## src/rtl/spectrum_smoother_if.sv

```systemverilog
// Bus between the FFT bin stream, the smoother and the bar renderer.
// master: FFT side / bench (drives bins, watches results); slave: the smoother.
interface spectrum_smoother_if #(
  parameter int NUM_BINS = 32
);
  logic                       i_bin_valid;
  logic                       i_bin_sof;
  logic [15:0]                i_bin_data;
  logic [NUM_BINS-1:0][15:0]  o_fft_data;
  logic                       o_fft_done;
  logic                       o_busy;

  modport master (
    output i_bin_valid, i_bin_sof, i_bin_data,
    input  o_fft_data, o_fft_done, o_busy
  );

  modport slave (
    input  i_bin_valid, i_bin_sof, i_bin_data,
    output o_fft_data, o_fft_done, o_busy
  );
endinterface

```

## src/rtl/spectrum_smoother.sv

```systemverilog
// spectrum_smoother: serial FFT bins -> saturated magnitude -> per-bin
// instant-attack / exponential-decay smoothing -> published packed array.
// Optional macro PEAK_HOLD_EN adds a per-bin peak hold of HOLD_FRAMES frames.
module spectrum_smoother #(
  parameter int NUM_BINS    = 32,
  parameter int DECAY_SHIFT = 3,
  parameter int HOLD_FRAMES = 4
) (
  input  logic               i_clk,
  input  logic               i_rst,
  spectrum_smoother_if.slave bus
);
  localparam int IDX_W = (NUM_BINS > 1) ? $clog2(NUM_BINS) : 1;
  localparam logic [IDX_W-1:0] LAST_IDX = IDX_W'(NUM_BINS - 1);

  localparam logic [1:0] S_IDLE    = 2'd0;
  localparam logic [1:0] S_COLLECT = 2'd1;
  localparam logic [1:0] S_PUBLISH = 2'd2;

  logic [1:0]                state_q, state_d;
  logic [IDX_W-1:0]          idx_q, idx_d;
  logic [NUM_BINS-1:0][15:0] work_q;
  logic [NUM_BINS-1:0][15:0] out_q;
  logic                      done_q;

  logic             beat;
  logic [IDX_W-1:0] bin_sel;
  logic [15:0]      held, neg, mag, shr, dec, decayed, decay_val, new_val;

`ifdef PEAK_HOLD_EN
  localparam int HW = (HOLD_FRAMES > 0) ? $clog2(HOLD_FRAMES + 1) : 1;
  logic [NUM_BINS-1:0][HW-1:0] hold_q;
  logic [HW-1:0]               cnt, cnt_new;
`endif

  // Beat qualification and magnitude/decay datapath for the addressed bin
  always_comb begin
    beat    = bus.i_bin_valid &&
              (((state_q == S_IDLE) && bus.i_bin_sof) || (state_q == S_COLLECT));
    // sof restarts the frame at bin 0 whatever the index says
    bin_sel = bus.i_bin_sof ? '0 : idx_q;
    held    = work_q[bin_sel];
    neg     = ~bus.i_bin_data + 16'd1;
    // -32768 has no positive twin: clamp it to full scale
    if (!bus.i_bin_data[15])            mag = bus.i_bin_data;
    else if (bus.i_bin_data == 16'h8000) mag = 16'h7FFF;
    else                                 mag = neg;
    shr       = held >> DECAY_SHIFT;
    // small non-zero values must still reach 0, so decay is at least 1
    if (held == 16'd0)     dec = 16'd0;
    else if (shr == 16'd0) dec = 16'd1;
    else                   dec = shr;
    decayed   = held - dec;
    decay_val = (mag > decayed) ? mag : decayed;
`ifdef PEAK_HOLD_EN
    cnt = hold_q[bin_sel];
    if (mag >= held) begin
      new_val = mag;
      cnt_new = HW'(HOLD_FRAMES);
    end else if (cnt != '0) begin
      new_val = held;
      cnt_new = cnt - HW'(1);
    end else begin
      new_val = decay_val;
      cnt_new = cnt;
    end
`else
    new_val = (mag >= held) ? mag : decay_val;
`endif
  end

  // Frame sequencing: IDLE waits for sof, COLLECT counts bins, PUBLISH is one cycle
  always_comb begin
    state_d = state_q;
    idx_d   = idx_q;
    case (state_q)
      S_IDLE, S_COLLECT: begin
        if (beat) begin
          if (bin_sel == LAST_IDX) begin
            state_d = S_PUBLISH;
            idx_d   = '0;
          end else begin
            state_d = S_COLLECT;
            idx_d   = bin_sel + IDX_W'(1);
          end
        end
      end
      S_PUBLISH: begin
        state_d = S_IDLE;
        idx_d   = '0;
      end
      default: begin
        state_d = S_IDLE;
        idx_d   = '0;
      end
    endcase
  end

  // State, index and working array; partial frames still leave their bins updated
  always_ff @(posedge i_clk or posedge i_rst) begin
    if (i_rst) begin
      state_q <= S_IDLE;
      idx_q   <= '0;
      work_q  <= '0;
    end else begin
      state_q <= state_d;
      idx_q   <= idx_d;
      if (beat) work_q[bin_sel] <= new_val;
    end
  end

`ifdef PEAK_HOLD_EN
  // Per-bin hold counters, advanced only when their bin is written
  always_ff @(posedge i_clk or posedge i_rst) begin
    if (i_rst)     hold_q <= '0;
    else if (beat) hold_q[bin_sel] <= cnt_new;
  end
`endif

  // Published copy only moves on PUBLISH so the renderer sees a stable array
  always_ff @(posedge i_clk or posedge i_rst) begin
    if (i_rst) begin
      out_q  <= '0;
      done_q <= 1'b0;
    end else begin
      done_q <= (state_q == S_PUBLISH);
      if (state_q == S_PUBLISH) out_q <= work_q;
    end
  end

  assign bus.o_fft_data = out_q;
  assign bus.o_fft_done = done_q;
  assign bus.o_busy     = (state_q == S_COLLECT);
endmodule

```

## src/flat_wrapper.sv

```systemverilog
// flat-port wrapper written by rule: the top's interface ports become plain ports
module spectrum_smoother_flat 
#(
  parameter int NUM_BINS    = 32,
  parameter int DECAY_SHIFT = 3,
  parameter int HOLD_FRAMES = 4
)
  (i_clk, i_rst, bus_i_bin_valid, bus_i_bin_sof, bus_i_bin_data, bus_o_fft_data, bus_o_fft_done, bus_o_busy);
  spectrum_smoother_if #(.NUM_BINS(NUM_BINS)) bus_i ();
  input  logic i_clk;
  input  logic i_rst;
  input wire logic [$bits(bus_i.i_bin_valid)-1:0] bus_i_bin_valid;
  input wire logic [$bits(bus_i.i_bin_sof)-1:0] bus_i_bin_sof;
  input wire logic [$bits(bus_i.i_bin_data)-1:0] bus_i_bin_data;
  output wire logic [$bits(bus_i.o_fft_data)-1:0] bus_o_fft_data;
  output wire logic [$bits(bus_i.o_fft_done)-1:0] bus_o_fft_done;
  output wire logic [$bits(bus_i.o_busy)-1:0] bus_o_busy;
  assign bus_i.i_bin_valid = bus_i_bin_valid;
  assign bus_i.i_bin_sof = bus_i_bin_sof;
  assign bus_i.i_bin_data = bus_i_bin_data;
  assign bus_o_fft_data = bus_i.o_fft_data;
  assign bus_o_fft_done = bus_i.o_fft_done;
  assign bus_o_busy = bus_i.o_busy;
  spectrum_smoother #(.NUM_BINS(NUM_BINS), .DECAY_SHIFT(DECAY_SHIFT), .HOLD_FRAMES(HOLD_FRAMES)) u_core (.i_clk(i_clk), .i_rst(i_rst), .bus(bus_i));
endmodule
```

## config.mk

```make
export PLATFORM = sky130hd
export DESIGN_NAME = spectrum_smoother_flat
export DESIGN_NICKNAME = d
export VERILOG_FILES = /design/src/rtl/spectrum_smoother_if.sv /design/src/rtl/spectrum_smoother.sv /design/src/flat_wrapper.sv
export SDC_FILE = /design/constraint.sdc
export NUM_CORES = 2
export LEC_CHECK = 0
export CAP_MARGIN = 15
export CORE_ASPECT_RATIO = 1.4
export CORE_MARGIN = 1
export CORE_UTILIZATION = 50
export CTS_CLUSTER_SIZE = 40
export DETAILED_ROUTE_END_ITERATION = 10
export PLACE_DENSITY = 0.81
export SLEW_MARGIN = 25
export SYNTH_ARGS = -nofsm -noshare
export SYNTH_HDL_FRONTEND = slang
export SYNTH_SLANG_ARGS = --single-unit
```

## constraint.sdc

```tcl
create_clock -name i_clk -period 74.2 [get_ports i_clk]
set_clock_uncertainty 0.15 [all_clocks]
set_input_delay 14.84 -clock i_clk [delete_from_list [all_inputs] [get_ports i_clk]]
set_output_delay 14.84 -clock i_clk [all_outputs]
set_load 0.02 [all_outputs]
```

### After elaboration in Yosys (flattened, before gate mapping)

Index checks and enable logic that the tools add are counted.

| word-level totals | value |
|---|---|
| output and inout bits | 514 |
| bits in registers | 1032 |
| input bits | 20 |
| logic and storage cells | 106 |

| operators by class | value |
|---|---|
| bitwise logic cells | 1 |
| order comparisons | 4 |
| add/sub/neg operators | 3 |
| mux-type cells | 18 |
| reduce and logical (&&, ||, !) cells | 8 |
| equal/unequal tests | 5 |

Operators with widths:

| operator | count |
|---|---|
| $bwmux W512 | 1 |
| $mux W16 | 7 |
| $bmux W16 S5 | 1 |
| $demux W16 S5 | 1 |
| $logic_not A16 Y1 | 2 |
| $mux W5 | 4 |
| $add A16 B1 Y16 const B | 1 |
| $eq A16 B16 Y1 const B | 1 |
| $ge A16 B16 Y1 | 1 |
| $gt A16 B16 Y1 | 1 |
| $not A16 Y16 | 1 |
| $sub A16 B16 Y16 | 1 |
| $mux W13 | 1 |
| $lt A5 B6 Y1 const B | 1 |
| $mux W2 | 3 |
| $add A5 B1 Y5 const B | 1 |
| $eq A5 B5 Y1 const B | 1 |
| $ge A5 B1 Y1 const B | 1 |
| $logic_and A1 B1 Y1 | 3 |
| $eq A2 B1 Y1 const B | 1 |
| $eq A2 B2 Y1 const B | 1 |
| $logic_not A2 Y1 | 1 |
| $ne A2 B1 Y1 const B | 1 |
| $reduce_or A2 Y1 | 1 |
| $logic_or A1 B1 Y1 | 1 |

### Longest topological paths before layout

| depth | value |
|---|---|
| depth after elaboration | 11 |
| depth in mapped cells | 37 |
| mapped depth without buffers | 27 |

### Worst setup path after synthesis

OpenSTA, ideal clock, no wires.

| timing | value |
|---|---|
| kind | in2reg |
| start point | input bus_i_bin_sof |
| end point | register u_core.work_q[443] in the netlist's numbering |
| required time | 73.913 ns |
| cell stages on the path | 30 |
| arrival time | 20.675 ns |
| slack | 53.237 ns |
| library setup time | 0.137 ns |
| path buffers | 6 |
| cells stage by stage | nor2b_2 > buf_6 > buf_6 > buf_4 > a31oi_1 > a22o_1 > or4_4 > nor4b_2 > a41o_1 > ha_1 > fa_1 > nor2b_1 > o31a_1 > o31ai_1 > a21oi_1 > nand2_1 > nand3_1 > xnor2_1 > buf_2 > ha_1 > nand3_1 > or3_1 > a21oi_1 > a211oi_1 > o211ai_1 > buf_2 > nor3_1 > a21oi_1 > clkbuf_1 > a21oi_1 |

| between the ends | value |
|---|---|
| word-level cells in the longest chain between the ends | 11 |
| elaborated cells between the ends (all ways) | 21 |
| those cells by class | add/sub: 1; order compare: 4; mux: 10; reduce/logical: 6 |

Ends and longest elaborated chain:

| item | RTL line | text |
|---|---|---|
| from (decl) | flat_wrapper.sv:13 | `input wire logic [$bits(bus_i.i_bin_sof)-1:0] bus_i_bin_sof;` |
| $mux W5 | spectrum_smoother.sv:41 | `bin_sel = bus.i_bin_sof ? '0 : idx_q;` |
| $bmux W16 S5 | spectrum_smoother.sv:42 | `held = work_q[bin_sel];` |
| $mux W16 (implied by the code) | spectrum_smoother.sv:42 |  |
| $logic_not A16 Y1 | spectrum_smoother.sv:51 | `else if (shr == 16'd0) dec = 16'd1;` |
| $mux W13 | spectrum_smoother.sv:51 |  |
| $mux W16 | spectrum_smoother.sv:50 | `if (held == 16'd0) dec = 16'd0;` |
| $sub A16 B16 Y16 | spectrum_smoother.sv:53 | `decayed = held - dec;` |
| $gt A16 B16 Y1 | spectrum_smoother.sv:54 | `decay_val = (mag > decayed) ? mag : decayed;` |
| $mux W16 | spectrum_smoother.sv:54 |  |
| $mux W16 | spectrum_smoother.sv:68 | `new_val = (mag >= held) ? mag : decay_val;` |
| $bwmux W512 | spectrum_smoother.sv:108 | `if (beat) work_q[bin_sel] <= new_val;` |
| to (signal, indexed assignment) | spectrum_smoother.sv:108 |  |
| to (decl) | spectrum_smoother.sv:22 | `logic [NUM_BINS-1:0][15:0] work_q;` |

Parallel ways exist; a longest one is shown, timed or not. The select of a mux whose other input is x is not followed.
A chain may end at the register's enable or synchronous reset.

### Final worst setup path

| timing | value |
|---|---|
| start point | input bus_i_bin_sof |
| end point | register u_core.work_q[106] in the netlist's numbering |

The elaborated chain is that of the path after synthesis.

==> flow_summary_export.csv <==
group,metric,value,unit
floorplanning,initial_core_util,0.504,
floorplanning,io_pins,534,
synthesis,synth.distinct_cells,83,
cts,cts_hold_buf,0,
synthesis,synth_nets,3952,
run,cap_violations,0,
sta,hold_viol_final,0,
worst_setup_path,cp-endpoint,"u_core.work_q[106]",
synthesis,synth.yosys.warnings,0,
placement,io_buffers,533,
sta,period_needed,23.63,ns
synthesis,ys.flop_type,"dfrtp_1",
power_and_ir_drop,p_per_area,33.0,mW/mm^2
finish,final_nets,4355,
routing,firstDrtPassIters,9,
worst_setup_path,rr_startpoint,"u_core.idx_q[0]",
worst_setup_path,rrSetupSlack,64.26,ns
worst_setup_path,worst_r2r_path_depth,28,
worst_setup_path,path_class,"in2reg",
sta,drv_slew,0,
finish,final_cell_area,0.0538,mm^2
run_status,status,"complete, no violations",
sta,worst_pin_slew,1.11,ns
routing,vias,34459,
floorplanning,die_w,254,um
worst_setup_path,r2r-end,"u_core.work_q[106]",
placement,dp_hpwl,110000,um
global_route,antenna_found_initial,4,
cts,clkSlewWorstSetupHoldPaths,0.07,ns
global_route,grt_util_all_layers,0.348,
cts,clkSinkCount,1032,
sta,relSlewSlack,0.260,
cts,cts_root_buffer,"clkbuf_16",
global_route,grt_pass1_vias,33639,
worst_setup_path,cp_max_fo,88,
power_and_ir_drop,power.total,1770,uW
sta,setup_viol,0,
cts,cts_setup_buffers,0,
sta,tns,0,ns
cts,clock_path_buffers,3,
synthesis,synth_async_sr_flop_share,1.00,
synthesis,synthCells,3880,
power_and_ir_drop,peakVddDrop,0.0535,mV
synthesis,postSynthAreaPerCell,11.5,um^2
sta,fin_crit_sh,0.318,
synthesis,synth_area_leaders,"dfrtp_1, mux2_2, nand2_1, o21ai_0, a21oi_1",
finish,layout_common_cells,"dfrtp_1, nand2_1, clkdlybuf4s50_1",
worst_setup_path,cp_data_required_time,74.55,ns
routing,wl_per_cell,28.2,um
finish,post-route-util,0.609,
worst_setup_path,crit_path_end_kind,"flop",
cts,cts_buffers,95,
cts,cts-resized-gates,0,
finish,final_common_cell,"dfrtp_1",
cts,cts_tree,"yes",
floorplanning,dieArea,0.0902,mm^2
finish,fillers,6837,
synthesis,synth_top_area_frac,0.580,
routing,ant_nets,0,
worst_setup_path,crit_path_max_incr_delay,0.75,ns
routing,drc,0,
synthesis,ys_seq_elements,1032,
global_route,grt_pass1_wl,229000,um
floorplanning,placementRows,129,
sta,timing.fmax,0.0423,GHz
cts,htree_levels,3,
power_and_ir_drop,p_leak,0.0247,uW
finish,drive_above_1_share,0.187,
placement,place.gp.congestion,1.01,
synthesis,ys_seq_area_frac,0.580,
routing,drt-initial-drc-count,4540,
synthesis,synthesis.area,0.0445,mm^2
worst_setup_path,cp.arrival,23.98,ns
global_route,grt_overflow,0,
hold_path,hp-class,"reg2reg",
finish,syn_to_final_growth,20.9,%
sta,rsz0062_at_grt,"false",
worst_setup_path,worstSetupStartpointType,"primary input",
synthesis,synth_edf_count,0,
cts,insertion_delay,0.69,ns
placement,placed_cell_area,0.0507,mm^2
global_route,grt_max_degree,185,
routing,routed_wl,156000,um
synthesis,synth_top_cell_by_area,"dfrtp_1",
routing,vias_per_cell,6.22,
worst_setup_path,startpoint,"bus_i_bin_sof",
floorplanning,coreArea,0.0883,mm^2
floorplanning,die_h,355,um
worst_setup_path,cp_slowest_cell,"buf_4",
## synth_stat cells (4+ instances only)
master     number
mux2i_1        51
nor4_1          7
a22oi_1        12
nor3_1         16
a21o_1         13
o311ai_0        4
or2_2           5
o22ai_1        10
clkbuf_1      195
nand2b_1       14
a2bb2oi_1      11
nand3b_1        5
and2_1          6
o31ai_1        41
a32oi_1         7
mux4_2         31
nand3_1        40
buf_4          15
buf_2          52
and3_1         35
a21oi_1       183
mux2_2        522
o21a_1          9
o21ai_0       440
buf_6           9
nand4_1        14
ha_1           51
o221ai_1       23
a211oi_1       32
nor2b_1        25
xor2_1         15
nor2_1        165
a31oi_1        54
buf_1           4
o211ai_1       14
nand2_1       591
inv_1          34
a221oi_1        9
dfrtp_1      1032
nor2_2         10
or3_1          13
## metal layers
metal  up-vias  part of all wire  track usage  wire length, um
met2      2158              0.45        0.522            70600
li1      14504                 -            -                -
met4         4             0.084        0.244            13100
met1     17286              0.37        0.451            58200
met5         -           0.00017            0               27
met3       507             0.092       0.0745            14400
## flip-flops by register name, summed over array words and instances, names as in the netlist
name,count
u_core.bus.o_fft_done,1
u_core.idx_q,5
u_core.state_q,2
u_core.work_q,512
u_core.bus.o_fft_data,512
## cells by family (layout without fill, tap and decap cells)
logic type | count (synthesis) | in the layout | share of synthesized area
and+or+nand+nor | 971 | 971 | 0.0953
adders and majority gates | 52 | 52 | 0.0148
buffers and inverters | 315 | 792 | 0.0309
xor gates and xnor gates | 17 | 17 | 0.00335
AOI/OAI and AO/OA | 888 | 888 | 0.116
DFF | 1032 | 1032 | 0.580
muxes | 605 | 605 | 0.160
other | 0 | 1 | 0
## worst min-delay path by stage
stage,slack [ns],endpoint,from,cells past startpoint
2_1_floorplan,0.31,u_core.work_q[371],u_core.work_q[371],2
3_3_place_gp,0.32,u_core.work_q[370],u_core.work_q[370],2
3_5_place_dp,0.33,u_core.work_q[40],u_core.work_q[40],2
4_1_cts,0.35,u_core.work_q[177],u_core.work_q[177],2
5_1_grt,0.37,u_core.bus.o_fft_data[67],u_core.bus.o_fft_data[67],1
6_report,0.35,u_core.bus.o_fft_data[472],u_core.bus.o_fft_data[472],1
## stage by stage
| step | hold WS, ns | setup slack [ns] | std cells |
|---|---|---|---|
| final | 0.355 | 50.57 | 5537 |
| after global routing | 0.370 | 50.29 | 5536 |
| after CTS | 0.353 | 50.78 | 5535 |
| after detailed placement | 0.331 | 50.10 | 5364 |
| after global placement | 0.325 | 50.25 | 5362 |
| after floorplan | 0.308 | 30.17 | 3880 |
## where the power goes
part	internal, uW	total [uW]	switching, uW
sequential	603	655	51.9
combinational	150	631	480
clock	265	488	222
## worst max-delay path, delay by kind of cell
family | cells | cell delay (ns)
fa+ha+maj | 3 | 0.73
simple gates | 7 | 2.12
buf+inv | 5 | 2.72
compound gates | 13 | 3.34
xor+xnor | 1 | 0.12
## area by class of cell
type / count / area, um^2 / share of cell area
flip-flops and latches: 1032 / 25800 / 0.480
multi-input cells: 2533 / 17400 / 0.324
repair buffers: 584 / 5850 / 0.109
clock buffers: 127 / 2710 / 0.0504
well taps: 1179 / 1480 / 0.0274
clock inverters: 44 / 363 / 0.00675
inverters: 37 / 149 / 0.00277
diodes: 1 / 2.50 / 0.0000465
Note: power is estimated with default switching activity, not from simulation.
